### config.mk
export PLATFORM = sky130hd
export DESIGN_NAME = fp_divider
export DESIGN_NICKNAME = d
export VERILOG_FILES = /design/src/rtl/fp_divider.sv
export SDC_FILE = /design/constraint.sdc
export NUM_CORES = 1
export LEC_CHECK = 0
export CAP_MARGIN = 10
export CORE_MARGIN = 10
export CORE_UTILIZATION = 57
export CTS_CLUSTER_DIAMETER = 150
export CTS_CLUSTER_SIZE = 12
export DETAILED_ROUTE_END_ITERATION = 12
export HOLD_SLACK_MARGIN = 0.06
export PLACE_DENSITY = 0.82
export SLEW_MARGIN = 0
export SYNTH_ARGS = -nofsm -noshare
export SYNTH_HDL_FRONTEND = slang
export SYNTH_SLANG_ARGS = --single-unit
### constraint.sdc
create_clock -name clk -period 4 [get_ports clk]
set_clock_uncertainty 0.1 [all_clocks]
set_input_delay 1 -clock clk [delete_from_list [all_inputs] [get_ports clk]]
set_output_delay 1 -clock clk [all_outputs]
set_load 0.005 [all_outputs]
### src/rtl/fp_divider.sv
// Iterative binary32 divider, c = a / b.
// Restoring mantissa division produces one quotient bit per cycle. The
// latency is fixed: PREP takes 1 cycle, DIV takes 25 and NORM takes 1.
// Special operands still run the full DIV phase, and NORM replaces its result.
// Denormal operands are flushed to zero.
module fp_divider #(
  parameter int N     = 32,
  parameter int QBITS = 25
) (
  input  logic         clk,
  input  logic         rst,
  input  logic         en,
  input  logic         start,
  input  logic [N-1:0] a,
  input  logic [N-1:0] b,
  output logic         busy,
  output logic         done,
  output logic [N-1:0] c,
  output logic         overflow,
  output logic         underflow,
  output logic         div_by_zero
);

  typedef enum logic [1:0] {IDLE, PREP, DIV, NORM} state_t;

  state_t state_q, state_d;

  logic [31:0]       aOp_q, bOp_q;
  logic              sign_q;
  logic signed [9:0] exp_q;
  logic [23:0]       div_q;
  logic [24:0]       rem_q;
  logic [QBITS-1:0]  quot_q;
  logic [4:0]        cnt_q;
  logic              spec_q;
  logic [31:0]       specVal_q;
  logic              specDz_q;
  logic [31:0]       c_q;
  logic              done_q, ovf_q, unf_q, dbz_q;

  logic [7:0]  expA, expB;
  logic [22:0] fracA, fracB;
  logic        aZero, bZero, aInf, bInf, aNan, bNan, sgn;
  logic        specHit, specDz;
  logic [31:0] specVal;
  logic [24:0] remDiff;
  logic        remGe;
  logic signed [9:0] expNorm;
  logic [22:0] mantNorm;
  logic [31:0] resC;
  logic        resOv, resUn, resDz;

  assign expA  = aOp_q[30:23];
  assign expB  = bOp_q[30:23];
  assign fracA = aOp_q[22:0];
  assign fracB = bOp_q[22:0];
  assign aZero = (expA == 8'h00);
  assign bZero = (expB == 8'h00);
  assign aInf  = (expA == 8'hFF) && (fracA == 23'd0);
  assign bInf  = (expB == 8'hFF) && (fracB == 23'd0);
  assign aNan  = (expA == 8'hFF) && (fracA != 23'd0);
  assign bNan  = (expB == 8'hFF) && (fracB != 23'd0);
  assign sgn   = aOp_q[31] ^ bOp_q[31];

  assign remDiff = rem_q - {1'b0, div_q};
  assign remGe   = (rem_q >= {1'b0, div_q});

  // State register. It advances only when the clock enable is high.
  always_ff @(posedge clk) begin
    if (rst) begin
      state_q <= IDLE;
    end else if (en) begin
      state_q <= state_d;
    end
  end

  // Next-state logic. DIV runs until the bit counter has reached zero.
  always_comb begin
    state_d = state_q;
    case (state_q)
      IDLE:    if (start) state_d = PREP;
      PREP:    state_d = DIV;
      DIV:     if (cnt_q == 5'd0) state_d = NORM;
      NORM:    state_d = IDLE;
      default: state_d = IDLE;
    endcase
  end

  // Output logic. busy is high in every state except IDLE.
  always_comb begin
    busy = (state_q != IDLE);
  end

  // Special-operand classification. The checks are in priority order, so the first match wins.
  always_comb begin
    specHit = 1'b1;
    specDz  = 1'b0;
    specVal = 32'h7FC00000;
    if (aNan || bNan || (aZero && bZero) || (aInf && bInf)) begin
      specVal = 32'h7FC00000;
      specDz  = aZero && bZero;
    end else if (bZero) begin
      specVal = {sgn, 8'hFF, 23'd0};
      specDz  = 1'b1;
    end else if (aInf) begin
      specVal = {sgn, 8'hFF, 23'd0};
    end else if (aZero || bInf) begin
      specVal = {sgn, 31'd0};
    end else begin
      specHit = 1'b0;
    end
  end

  // Normalise the quotient, apply the range checks, and let special cases override the result.
  always_comb begin
    if (quot_q[QBITS-1]) begin
      mantNorm = quot_q[23:1];
      expNorm  = exp_q;
    end else begin
      mantNorm = quot_q[22:0];
      expNorm  = exp_q - 10'sd1;
    end
    resC  = {sign_q, expNorm[7:0], mantNorm};
    resOv = 1'b0;
    resUn = 1'b0;
    resDz = 1'b0;
    if (spec_q) begin
      resC  = specVal_q;
      resDz = specDz_q;
    end else if (expNorm >= 10'sd255) begin
      resC  = {sign_q, 8'hFF, 23'd0};
      resOv = 1'b1;
    end else if (expNorm <= 10'sd0) begin
      resC  = {sign_q, 31'd0};
      resUn = 1'b1;
    end
  end

  // Datapath registers: operand capture, setup, the restoring-division step, and the result write.
  always_ff @(posedge clk) begin
    if (rst) begin
      aOp_q     <= '0;
      bOp_q     <= '0;
      sign_q    <= 1'b0;
      exp_q     <= '0;
      div_q     <= '0;
      rem_q     <= '0;
      quot_q    <= '0;
      cnt_q     <= '0;
      spec_q    <= 1'b0;
      specVal_q <= '0;
      specDz_q  <= 1'b0;
      c_q       <= '0;
      done_q    <= 1'b0;
      ovf_q     <= 1'b0;
      unf_q     <= 1'b0;
      dbz_q     <= 1'b0;
    end else if (en) begin
      done_q <= 1'b0;
      case (state_q)
        IDLE: begin
          if (start) begin
            aOp_q <= a;
            bOp_q <= b;
          end
        end
        PREP: begin
          sign_q    <= sgn;
          exp_q     <= $signed({2'b00, expA}) - $signed({2'b00, expB}) + 10'sd127;
          div_q     <= {1'b1, fracB};
          rem_q     <= {2'b01, fracA};
          cnt_q     <= 5'(QBITS - 1);
          spec_q    <= specHit;
          specVal_q <= specVal;
          specDz_q  <= specDz;
        end
        DIV: begin
          if (remGe) begin
            rem_q <= remDiff << 1;
          end else begin
            rem_q <= rem_q << 1;
          end
          quot_q <= {quot_q[QBITS-2:0], remGe};
          cnt_q  <= cnt_q - 5'd1;
        end
        NORM: begin
          c_q    <= resC;
          ovf_q  <= resOv;
          unf_q  <= resUn;
          dbz_q  <= resDz;
          done_q <= 1'b1;
        end
        default: ;
      endcase
    end
  end

  assign done        = done_q;
  assign c           = c_q;
  assign overflow    = ovf_q;
  assign underflow   = unf_q;
  assign div_by_zero = dbz_q;

endmodule

# Word level (Yosys, flattened, before mapping)
# Index checks and enable logic that the tools add are counted.
# Widths: inputs -> output; s select.
# totals
reg_bits	226
out_inout_bits	37
word_cells	87
# op_classes
addsub	5
order_cmp	3
eq_ne	7
n_mux	28
bitwise_logic	1
reduce_logical	26
# ops
operator	count
$mux 32	5
$mux 31	2
$pmux 25 s2	1
$logic_not 23->1	2
$reduce_bool 23->1	2
$ge 25x24->1	1
$mux 25	1
$sub 24x24->24	1
$mux 23	1
$eq 8x8->1 const B	2
$logic_not 8->1	2
$mux 1	13
$add 9x8->10 const B	1
$ge 10x9->1 const B	1
$le 10x1->1 const B	1
$mux 10	1
$pmux 5 s2	1
$sub 10x2->10 const B	1
$sub 8x8->9	1
$pmux 2 s4	1
$reduce_and 2->1	4
$logic_and 1x1->1	6
$reduce_and 3->1	2
$logic_not 5->1	1
other kinds (9)	16

# Depth between registers and ports, before layout
# Gate-level depths: netlist (run 1).
# logic_depth
ltp_word	7
depth_mapped	12
mapped_depth_nobuf	12

# Worst setup path after synthesis (run 1)
# No wires, ideal clock.
# synth_timing
path_kind	flip-flop to flip-flop
startpoint	register div_q[3]
endpoint	register rem_q[12]
setup_time_ps	134
arrival_time_ps	2614
setup_slack_ps	1153
path_stages_with_launch	13
path_cell_list	dfxtp_1 inv_1 ha_1 a21o_1 a21oi_1 a211oi_1 o31ai_2 a21oi_1 a221oi_2 buf_2 buf_4 mux2i_1 o22ai_1
# synth_via
elab_chain_len	3
elab_cells_between_ends	4
cone_classes	add/sub (1); order compare (1); mux (2)
# synth_rtl
item	line_no	text
from (decl)	31	logic [23:0] div_q;
from (signal assigned)	170	div_q <= {1'b1, fracB};
$sub 24x24->24 or $ge 25x24->1 (tied branches)	65, 66	
$mux 25 *	178	if (remGe) begin
$pmux 25 s2 *	160	case (state_q)
to (signal assigned)	171	rem_q <= {2'b01, fracA};
to (signal assigned)	179	rem_q <= remDiff << 1;
to (signal assigned)	181	rem_q <= rem_q << 1;
to (decl)	32	logic [24:0] rem_q;
# Mark *: on every way between the ends. The rest lies on a longest branch, timed or not.
# A chain may end at the register's enable or synchronous reset.

# Worst setup path after layout (run 1)
# layout_timing
startpoint	register exp_q[0]
endpoint	register c_q[2], in the netlist c[2]
# layout_via
elab_chain_len	6
elab_cells_between_ends	7
cone_classes	add/sub (1); order compare (2); mux (4)
# layout_rtl
item	line_no	text
from (decl)	30	logic signed [9:0] exp_q;
from (signal assigned)	169	exp_q <= $signed({2'b00, expA}) - $signed({2'b00, expB}) + 10'sd127;
$sub 10x2->10	121	expNorm = exp_q - 10'sd1;
$mux 10 *	116	if (quot_q[QBITS-1]) begin
$le 10x1->1	133	end else if (expNorm <= 10'sd0) begin
$mux 31	133	
$mux 31 *	130	end else if (expNorm >= 10'sd255) begin
$mux 32 *	127	if (spec_q) begin
to (signal assigned)	187	c_q <= resC;
to (decl)	38	logic [31:0] c_q;
# Marks and branches as above.

==> flow_summary_export.csv, run 1 <==
group,metric,value,unit
clocking,clock-sinks,197,
pwr,power.total,0.00477,W
detailed_routing,antenna_violating_nets_post_route,0,
timing,tightest_slew,824,ps
clocking,post_cts_resize_count,0,
detailed_routing,route.final.wire_length,23900,um
detailed_routing,drcViolationCount,0,
yosys,yosysWarnings,0,
yosys,ys_types,63,
pwr,cellPowerDensity,412,nW/um2
yosys,ys_seq_area_share,40.3,%
critical_path,critical_path_arrival,3360,ps
detailed_routing,route.detailed.wl_per_inst,15.5,um
critical_path,endpoint_type_of_the_worst_setup_path,"flip-flop",
pwr,share_clk_of_total_power,36.9,%
grt,via_count_of_the_first_global_routing_pass,8088,
floorplanning,placement_rows,47,
clocking,post-cts-setup-buffer-count,0,
timing,timing.final.crit_share,79.2,%
flow_run,drv.max_cap_violation_count,0,
floorplanning,dieHeight,151,um
detailed_routing,num_vias,8721,
timing,finalHoldWorstSlack,347,ps
timing,rsz0062_at_grt,"false",
yosys,async_reset_ff_share,0,%
finish,most_frequent_standard_cell_in_the_layout_excluding_fill_and_tap_cells,"sky130_fd_sc_hd__nand2_1",
placement,hpwl,16900,um
detailed_routing,post_drt_via_cell_ratio,5.66,
pwr,worst_ir_drop_vdd,0.332,mV
run_status,result_of_the_run,"finished clean",
floorplanning,effective_utilization_at_floorplan,58.5,%
finish,num_antenna_cells,0,
finish,area_grow_syn2layout,18.2,%
timing,report.final.slew_viol_count,0,
grt,globalRouteTotalUtil,20.8,%
grt,antenna_violations_before_repair,0,
detailed_routing,first_pass_iters,5,
yosys,synth_edf_count,0,
critical_path,worst-setup-path-type,"reg2reg",
finish,most-common-layout-cells,"sky130_fd_sc_hd__nand2_1, sky130_fd_sc_hd__dfxtp_1, sky130_fd_sc_hd__a21oi_1",
clocking,cts.clk_slew.worst_paths,80,ps
clocking,cts_inserted_buffers,17,
timing,finalWorstPathRequiredPeriod,3170,ps
timing,slew_headroom,45.1,%
hold_path,min_path_type,"reg2reg",
grt,pin_count_of_the_biggest_net_entering_global_routing,70,
clocking,worst_skew_pair.late_latency,440,ps
yosys,yosys_most_used_dff,"sky130_fd_sc_hd__dfxtp_1",
yosys,synthesis.area,9780,um2
clocking,tritoncts,"done",
pwr,leakagePower,4.08,nW
yosys,synth_seq_cells,197,
clocking,ctsRootBufferMaster,"sky130_fd_sc_hd__clkbuf_16",
critical_path,critical_path_required,4190,ps
pwr,switchingPower,0.00138,W
critical_path,crit_fanout,22,
finish,proportion_of_layout_cells_with_a_drive_suffix_above_1,4.69,%
timing,hold_violations,0,
yosys,syn-mean-instance-area,7.86,um2
clocking,clockBufferDepth,2,
pwr,comb_power_share,19.5,%
grt,global_route_wire_length_before_repair,39100,um
critical_path,start_kind,"flip-flop",
pwr,power.share.switching,29.0,%
finish,finalNetCount,1419,
floorplanning,fp.dieArea,22800,um2
floorplanning,die_w,151,um
yosys,synthesis.instances,1244,
clocking,hold_buffers,0,
pwr,p_int,0.00339,W
detailed_routing,number_of_drc_markers_after_the_initial_detailed_route_iteration,617,
pwr,sequentialPowerShare,43.6,%
finish,fillers,1383,
placement,buffer_ports.inserted,104,
clocking,cts_max_level,4,
timing,max_clock_freq,315,MHz
floorplanning,core_area,16700,um2
grt,grt_overflow,0,
floorplanning,number_of_primary_i_o_pins,105,
placement,gp_congestion,0.948,
timing,finalSetupTns,0,ps
yosys,syn-num-nets,1354,
timing,setup_viol_count_final,0,
[cells by family (layout without fill, tap and decap cells)]
family / after synthesis / count (layout) / share of synthesized area (%)
xor+xnor: 37 / 37 / 3.31
simple gates: 485 / 485 / 22.5
fa+ha+maj: 42 / 42 / 5.53
compound gates: 319 / 319 / 19.1
buf+inv: 121 / 199 / 4.81
flops: 197 / 197 / 40.3
mux: 43 / 43 / 4.40
[path summary, 6_finish.rpt]
kind / from / to / slack, ps / cells past startpoint
max reg2reg: exp_q[0] / c[2] / 830 / 8
max: exp_q[0] / c[2] / 830 / 8
min reg2reg: c[12] / c[12] / 350 / 2
min: c[12] / c[12] / 350 / 2
[cell usage after synthesis (7+ instances only)]
| cell | count | area [um2] |
|---|---|---|
| sky130_fd_sc_hd__nand2b_1 | 9 | 56.3 |
| sky130_fd_sc_hd__xnor2_1 | 23 | 201 |
| sky130_fd_sc_hd__a21oi_1 | 181 | 906 |
| sky130_fd_sc_hd__o22ai_1 | 18 | 113 |
| sky130_fd_sc_hd__o211ai_1 | 10 | 75.1 |
| sky130_fd_sc_hd__inv_1 | 46 | 173 |
| sky130_fd_sc_hd__xor2_1 | 14 | 123 |
| sky130_fd_sc_hd__clkbuf_1 | 62 | 233 |
| sky130_fd_sc_hd__nand2_1 | 283 | 1060 |
| sky130_fd_sc_hd__nand3_1 | 12 | 60.1 |
| sky130_fd_sc_hd__o21ai_1 | 10 | 50.1 |
| sky130_fd_sc_hd__nor3_1 | 21 | 105 |
| sky130_fd_sc_hd__ha_1 | 40 | 500 |
| sky130_fd_sc_hd__a211oi_1 | 13 | 97.6 |
| sky130_fd_sc_hd__buf_1 | 7 | 26.3 |
| sky130_fd_sc_hd__nand4_1 | 13 | 81.3 |
| sky130_fd_sc_hd__a21o_1 | 10 | 75.1 |
| sky130_fd_sc_hd__o21a_1 | 8 | 60.1 |
| sky130_fd_sc_hd__nor3b_1 | 25 | 188 |
| sky130_fd_sc_hd__nor2_1 | 64 | 240 |
| sky130_fd_sc_hd__dfxtp_1 | 197 | 3940 |
| sky130_fd_sc_hd__nor4_1 | 19 | 119 |
| sky130_fd_sc_hd__mux2i_1 | 43 | 430 |
| sky130_fd_sc_hd__o21ai_0 | 32 | 160 |
[state kept, by name (all words and copies together), names as in the netlist]
register     count
aOp_q           32
overflow         1
div_by_zero      1
sign_q           1
specVal_q        3
specDz_q         1
quot_q          25
done             1
rem_q           25
state_q          2
spec_q           1
underflow        1
bOp_q           32
c               32
exp_q           10
cnt_q            5
div_q           24
[critical path, stage by stage, from the launching register on]
cell	delay, ps
sky130_fd_sc_hd__dfxtp_1	400
sky130_fd_sc_hd__inv_1	70
sky130_fd_sc_hd__ha_1	290
sky130_fd_sc_hd__mux2i_1	250
sky130_fd_sc_hd__nand2_1	80
sky130_fd_sc_hd__or4_1	520
sky130_fd_sc_hd__o41ai_2	430
sky130_fd_sc_hd__nand2b_1	660
sky130_fd_sc_hd__o21ai_0	210
[per-layer routing]
metal / vias up / part of all wire (%) / track usage, %
met2: 212 / 46 / 32.7
met3: 29 / 6.1 / 5.55
met1: 4036 / 47 / 27.6
li1: 4444 / - / -
met5: - / 0 / 0
met4: 0 / 1.3 / 5.34
[through the flow]
stage                     util [%]  instance area, um2  instances  setup WS (ps)
after global routing          69.2               11600       1542            507
after detailed placement      65.6               11000       1510            683
after global placement        65.6               11000       1510            829
final                         69.2               11600       1542            830
after floorplan                  -                9780       1244           1150
after CTS                     69.2               11600       1542            837
[power groups by stage]
stage | Combinational [W] | Sequential [W] | Clock (W)
floorplan | 0.000682 | 0.00210 | 0
CTS | 0.000924 | 0.00208 | 0.00178
global route | 0.00102 | 0.00209 | 0.00188
finish | 0.000927 | 0.00208 | 0.00176
global placement | 0.000901 | 0.00212 | 0
detailed placement | 0.000916 | 0.00212 | 0
[final cells by class]
| type | instances | area [um2] | area share (%) |
|---|---|---|---|
| flip-flops and latches | 197 | 3940 | 34.1 |
| clock buffers | 19 | 443 | 3.83 |
| multi-input cells | 926 | 5390 | 46.6 |
| well taps | 220 | 275 | 2.38 |
| inverters | 46 | 173 | 1.49 |
| clock inverters | 13 | 161 | 1.40 |
| repair buffers | 121 | 1180 | 10.2 |
(Power assumes the default switching activity.)
==> inputs of run 2 (changes only) <==
==> constraint.sdc (replaced) <==
create_clock -name clk -period 3.15 [get_ports clk]
set_clock_uncertainty 0.1 [all_clocks]
set_input_delay 0.7875 -clock clk [delete_from_list [all_inputs] [get_ports clk]]
set_output_delay 0.7875 -clock clk [all_outputs]
set_load 0.005 [all_outputs]
==> run 2 against run 1 <==
  * Sequential cell count did not move
  * Worst setup slack got worse by 640 ps
  * Fmax rose by 7.1%
  * Via count barely moved
  * Cell count rose by 0.71%
  * Clock power rose by 23%
  * Global-route usage rose by 0.11 points
  * Sequential power rose by 27%
  * Hold slack got worse by 1.2 ps
==> flow_summary_export.csv, run 2 (same netlist as run 1, synthesis figures left out) <==
group,metric,value,unit
critical_path,crit_family,"compound AO/OA/AOI/OAI gates",
detailed_routing,drcViolationCount,0,
critical_path,timing.critical_path.buf_inv,1,
detailed_routing,antenna_violating_nets_post_route,0,
timing,finalSetupTns,0,ps
critical_path,critical_path_arrival,3210,ps
pwr,power.share.switching,29.3,%
grt,globalRouteTotalUtil,20.9,%
clocking,cts.clk_slew.worst_paths,70,ps
detailed_routing,number_of_drc_markers_after_the_initial_detailed_route_iteration,645,
grt,grt_overflow,0,
timing,finalWorstPathRequiredPeriod,2960,ps
finish,finalNetCount,1430,
finish,register_area,3940,um2
detailed_routing,post_drt_via_cell_ratio,5.62,
timing,hold_violations,0,
detailed_routing,num_vias,8727,
critical_path,critical_path_required,3400,ps
floorplanning,number_of_primary_i_o_pins,105,
critical_path,max_stage_delay,520,ps
timing,max_clock_freq,338,MHz
timing,rsz0062_at_grt,"false",
clocking,clock-sinks,197,
pwr,worst_ir_drop_vdd,0.438,mV
placement,gp_congestion,0.949,
critical_path,worst_r2r_endpoint,"c[23]",
floorplanning,placement_rows,47,
placement,buffer_ports.inserted,104,
pwr,switchingPower,0.00177,W
pwr,comb_power_share,20.6,%
clocking,worst_skew_pair.late_latency,430,ps
timing,slew_headroom,62.2,%
finish,total_area_of_multi_input_combinational_cells,5400,um2
critical_path,reg2reg_slack,190,ps
grt,via_count_of_the_first_global_routing_pass,7972,
detailed_routing,route.final.wire_length,24100,um
floorplanning,die_w,151,um
floorplanning,core_area,16700,um2
timing,setup_viol_count_final,0,
finish,area_grow_syn2layout,19.7,%
detailed_routing,route.detailed.wl_per_inst,15.5,um
grt,antenna_violations_before_repair,0,
critical_path,r2r-start,"exp_q[0]",
pwr,p_int,0.00427,W
clocking,tritoncts,"done",
placement,hpwl,17300,um
critical_path,worst-setup-path-type,"reg2reg",
flow_run,drv.max_cap_violation_count,0,
pwr,sequentialPowerShare,43.6,%
critical_path,crit_path_cell_trace,"inv_1, ha_1, mux2i_1, nand2_1, or4_1, o41ai_2, nand2_1, a211o_1, o211ai_1",
finish,most-common-layout-cells,"sky130_fd_sc_hd__nand2_1, sky130_fd_sc_hd__dfxtp_1, sky130_fd_sc_hd__a21oi_1",
pwr,power.total,0.00604,W
finish,proportion_of_layout_cells_with_a_drive_suffix_above_1,5.78,%
clocking,cts_max_level,4,
hold_path,worst_hold_startpoint,"c[16]",
critical_path,path_common_cell,"sky130_fd_sc_hd__nand2_1",
grt,global_route_wire_length_before_repair,39400,um
timing,report.final.slew_viol_count,0,
critical_path,timing.reg2reg.worst_path_depth,9,
critical_path,start_kind,"flip-flop",
hold_path,min_path_type,"reg2reg",
critical_path,endpoint_type_of_the_worst_setup_path,"flip-flop",
critical_path,crit_fanout,6,
clocking,hold_buffers,0,
hold_path,hold_depth,2,
clocking,cts_inserted_buffers,17,
floorplanning,dieHeight,151,um
floorplanning,fp.dieArea,22800,um2
clocking,clockBufferDepth,2,
run_status,result_of_the_run,"finished clean",
hold_path,hold_path_end,"c[16]",
grt,pin_count_of_the_biggest_net_entering_global_routing,55,
timing,timing.final.crit_share,94.0,%
finish,num_antenna_cells,0,
clocking,ctsRootBufferMaster,"sky130_fd_sc_hd__clkbuf_16",
finish,fillers,1347,
pwr,share_clk_of_total_power,35.8,%
pwr,cellPowerDensity,516,nW/um2
floorplanning,effective_utilization_at_floorplan,58.5,%
detailed_routing,first_pass_iters,5,
timing,tightest_slew,567,ps
finish,most_frequent_standard_cell_in_the_layout_excluding_fill_and_tap_cells,"sky130_fd_sc_hd__nand2_1",
critical_path,cp_slowest_cell,"sky130_fd_sc_hd__or4_1",
pwr,leakagePower,4.14,nW
run 2: worst max-delay path by stage:
stage / start / end / slack [ps] / cells after the start
2_1_floorplan: div_q[3] / rem_q[12] / 300 / 12
3_3_place_gp: div_q[14] / rem_q[11] / 230 / 11
3_5_place_dp: div_q[14] / rem_q[20] / 140 / 11
4_1_cts: div_q[14] / rem_q[20] / 80 / 11
5_1_grt: div_q[3] / rem_q[20] / 40 / 12
6_report: exp_q[0] / c[23] / 190 / 9
run 2: cell type report:
type / count / share of cell area, %
Sequential cell: 197 / 33.7
Clock inverter: 14 / 1.25
Inverter: 46 / 1.48
Tap cell: 220 / 2.35
Clock buffer: 18 / 3.75
Timing Repair Buffer: 132 / 11.3
Multi-Input combinational cell: 926 / 46.1
run 2: per-stage QoR:
step	cell area (um2)	setup WS [ps]	instances	util, %	hold slack [ps]
final	11700	189	1553	70.1	346
after CTS	11700	79.3	1551	69.9	351
after global placement	11100	234	1519	66.4	333
after floorplan	9780	303	1244	-	332
after global routing	11700	42.3	1553	70.1	372
after detailed placement	11100	138	1519	66.4	341
run 2: repair_timing:
action / 4_1_cts / 5_1_grt
buffers inserted: 0 / 2
gates resized for setup: 0 / 4
setup endpoints to repair: 0 / 25
endpoints found under the hold margin: 0 / 0
run 2: tightest hold or removal path, stage by stage (launching register included):
cell                      delay [ps]
sky130_fd_sc_hd__dfxtp_1         310
sky130_fd_sc_hd__nand2_1          50
sky130_fd_sc_hd__o21ai_1          50
run 2: power groups by stage:
stage                     clock network, W  registers [W]  logic, W
after floorplan                          0        0.00267  0.000866
after global placement                   0        0.00269   0.00119
after detailed placement                 0        0.00269   0.00121
after CTS                          0.00219        0.00264   0.00122
after global routing               0.00228        0.00265   0.00137
final                              0.00216        0.00264   0.00124
run 2: layer usage:
metal / wire (um) / vias up / GRT usage, %
met2: 11000 / 235 / 32.7
met4: 263 / 0 / 5.73
met3: 1520 / 19 / 4.33
met1: 11300 / 4012 / 28.5
met5: 0 / - / 0
li1: - / 4461 / -
==> inputs of run 3 (changes only) <==
--- a/config.mk
+++ b/config.mk
@@ -6,6 +6,7 @@
 export NUM_CORES = 1
 export LEC_CHECK = 0
 export CAP_MARGIN = 10
+export CORE_ASPECT_RATIO = 0.9
 export CORE_MARGIN = 10
 export CORE_UTILIZATION = 57
 export CTS_CLUSTER_DIAMETER = 150
==> run 3 against run 2 <==
  * Register-to-register slack worse by 20 ps
  * Count of clock-buffer cells in the layout stayed put
  * Worst setup slack got worse by 18 ps
  * Critical path depth grew 2
  * Sequential power about the same
  * Sequential cell count stayed put
  * Wire length increased by 2.0%
  * Critical path type unchanged
  * Highest routed layer unchanged
==> flow_summary_export.csv, run 3 (same netlist as run 1, synthesis figures left out) <==
group,metric,value,unit
timing,slew_headroom,46.7,%
clocking,cts_max_level,4,
floorplanning,dieHeight,144,um
timing,finalHoldWorstSlack,348,ps
critical_path,critical_path.endpoint,"rem_q[4]",
grt,globalRouteTotalUtil,21.5,%
detailed_routing,post_drt_via_cell_ratio,5.80,
timing,finalWorstPathRequiredPeriod,2980,ps
critical_path,critical_path_cell_count,11,
timing,max_clock_freq,336,MHz
pwr,leakagePower,4.10,nW
timing,rsz0062_at_grt,"false",
detailed_routing,num_vias,8914,
finish,num_antenna_cells,0,
critical_path,timing.critical_path.buf_inv,2,
clocking,worst_skew_pair.late_latency,440,ps
grt,global_route_wire_length_before_repair,40100,um
critical_path,timing.reg2reg.worst_path_depth,11,
finish,finalNetCount,1424,
timing,fin_ws,171,ps
timing,timing.final.crit_share,94.6,%
critical_path,crit_fanout,27,
detailed_routing,number_of_drc_markers_after_the_initial_detailed_route_iteration,780,
timing,hold_violations,0,
critical_path,max_stage_delay,360,ps
clocking,cts_inserted_buffers,17,
clocking,ctsRootBufferMaster,"sky130_fd_sc_hd__clkbuf_16",
timing,tightest_slew,800,ps
floorplanning,fp.dieArea,22800,um2
timing,report.final.slew_viol_count,0,
pwr,worst_ir_drop_vdd,0.387,mV
hold_path,min_path_type,"reg2reg",
flow_run,drv.max_cap_violation_count,0,
placement,gp_congestion,0.922,
detailed_routing,antenna_violating_nets_post_route,0,
clocking,clockBufferDepth,2,
placement,buffer_ports.inserted,104,
critical_path,reg2reg_slack,170,ps
critical_path,r2r-start,"div_q[14]",
finish,area_grow_syn2layout,18.9,%
pwr,cellPowerDensity,519,nW/um2
finish,most-common-layout-cells,"sky130_fd_sc_hd__nand2_1, sky130_fd_sc_hd__dfxtp_1, sky130_fd_sc_hd__a21oi_1",
timing,setup_viol_count_final,0,
critical_path,crit_path_cell_trace,"inv_1, ha_1, a21o_1, a221o_1, or2_1, o22ai_1, a21oi_1, a221oi_4, buf_12, mux2i_2, o22ai_1",
grt,pin_count_of_the_biggest_net_entering_global_routing,79,
clocking,cts.clk_slew.worst_paths,80,ps
critical_path,endpoint_type_of_the_worst_setup_path,"flip-flop",
floorplanning,effective_utilization_at_floorplan,58.1,%
floorplanning,number_of_primary_i_o_pins,105,
critical_path,cp_slowest_cell,"sky130_fd_sc_hd__ha_1",
critical_path,crit_family,"compound AO/OA/AOI/OAI gates",
placement,hpwl,17400,um
detailed_routing,drcViolationCount,0,
finish,proportion_of_layout_cells_with_a_drive_suffix_above_1,5.20,%
detailed_routing,first_pass_iters,5,
detailed_routing,route.final.wire_length,24600,um
critical_path,launching_element_of_the_worst_setup_path,"div_q[14]",
floorplanning,core_area,16800,um2
detailed_routing,route.detailed.wl_per_inst,16.0,um
grt,antenna_violations_before_repair,0,
critical_path,worst-setup-path-type,"reg2reg",
critical_path,critical_path_required,3350,ps
floorplanning,die_w,158,um
clocking,clock-sinks,197,
run_status,result_of_the_run,"finished clean",
critical_path,start_kind,"flip-flop",
grt,grt_overflow,0,
critical_path,worst_r2r_endpoint,"rem_q[4]",
clocking,hold_buffers,0,
placement,preCtsSetupSlack,265,ps
finish,most_frequent_standard_cell_in_the_layout_excluding_fill_and_tap_cells,"sky130_fd_sc_hd__nand2_1",
critical_path,critical_path_arrival,3170,ps
grt,via_count_of_the_first_global_routing_pass,8140,
floorplanning,placement_rows,45,
critical_path,path_common_cell,"sky130_fd_sc_hd__o22ai_1",
timing,finalSetupTns,0,ps
clocking,tritoncts,"done",
==> run 3: changes by cell type in the layout (fill, tap and decap cells not counted), sizes merged <==
| cell | previous run | this run |
|---|---|---|
| buf | 29 | 23 |
| clkinv | 5 | 3 |
| clkinvlp | 2 | 3 |
| inv | 52 | 53 |
==> run 3: what timing repair did <==
item                                    CTS  global route
endpoints found under the setup margin    0             2
buffers inserted                          0             0
resized for setup                         0             2
==> run 3: metrics by stage <==
step	instance area, um2	total power (W)	utilization [%]	instances
after CTS	11600	0.00604	68.9	1537
after global routing	11600	0.00629	69.1	1538
after detailed placement	11000	0.00388	65.4	1505
after global placement	11000	0.00387	65.4	1505
final	11600	0.00603	69.1	1538
after floorplan	9780	0.00353	-	1244
==> run 3: worst min path at each step <==
stage                          from   endpoint  cells after the start
after global placement        c[20]      c[20]                      2
after floorplan            specDz_q   specDz_q                      2
after global routing      div_q[22]  div_q[22]                      2
after CTS                     c[16]      c[16]                      2
final                         c[16]      c[16]                      2
after detailed placement      c[16]      c[16]                      2
==> run 3: report_power, final <==
| part | switching, W | leakage (nW) | internal, W | total (W) |
|---|---|---|---|---|
| clock | 0.00106 | 0.279 | 0.00113 | 0.00219 |
| combinational | 0.000669 | 2.23 | 0.000537 | 0.00121 |
| sequential | 0.0000721 | 1.60 | 0.00257 | 0.00264 |
| total | 0.00180 | 4.10 | 0.00423 | 0.00603 |
==> run 3: final cells by class <==
cell class | count | area [um2]
sequential | 197 | 3940
inverter | 46 | 173
clock inverter | 14 | 163
fill | 1385 | 5210
multi-input combinational | 926 | 5390
tap | 211 | 264
timing repair buffer | 126 | 1260
clock buffer | 18 | 429
==> run 3: tightest hold or removal path: stages, from the launching register on <==
cell and delay, ps:
sky130_fd_sc_hd__dfxtp_1 310, sky130_fd_sc_hd__nand2_1 50, sky130_fd_sc_hd__o21ai_1 50
==> run 3: per-layer routing <==
metal	GRT usage [%]	vias up	routed length [um]	share of wire, %
met5	0	-	0	0
met4	5.26	0	265	1.1
met3	4.63	18	1630	6.6
met2	32.9	248	11000	45
met1	30.3	4178	11700	48
li1	-	4470	-	-
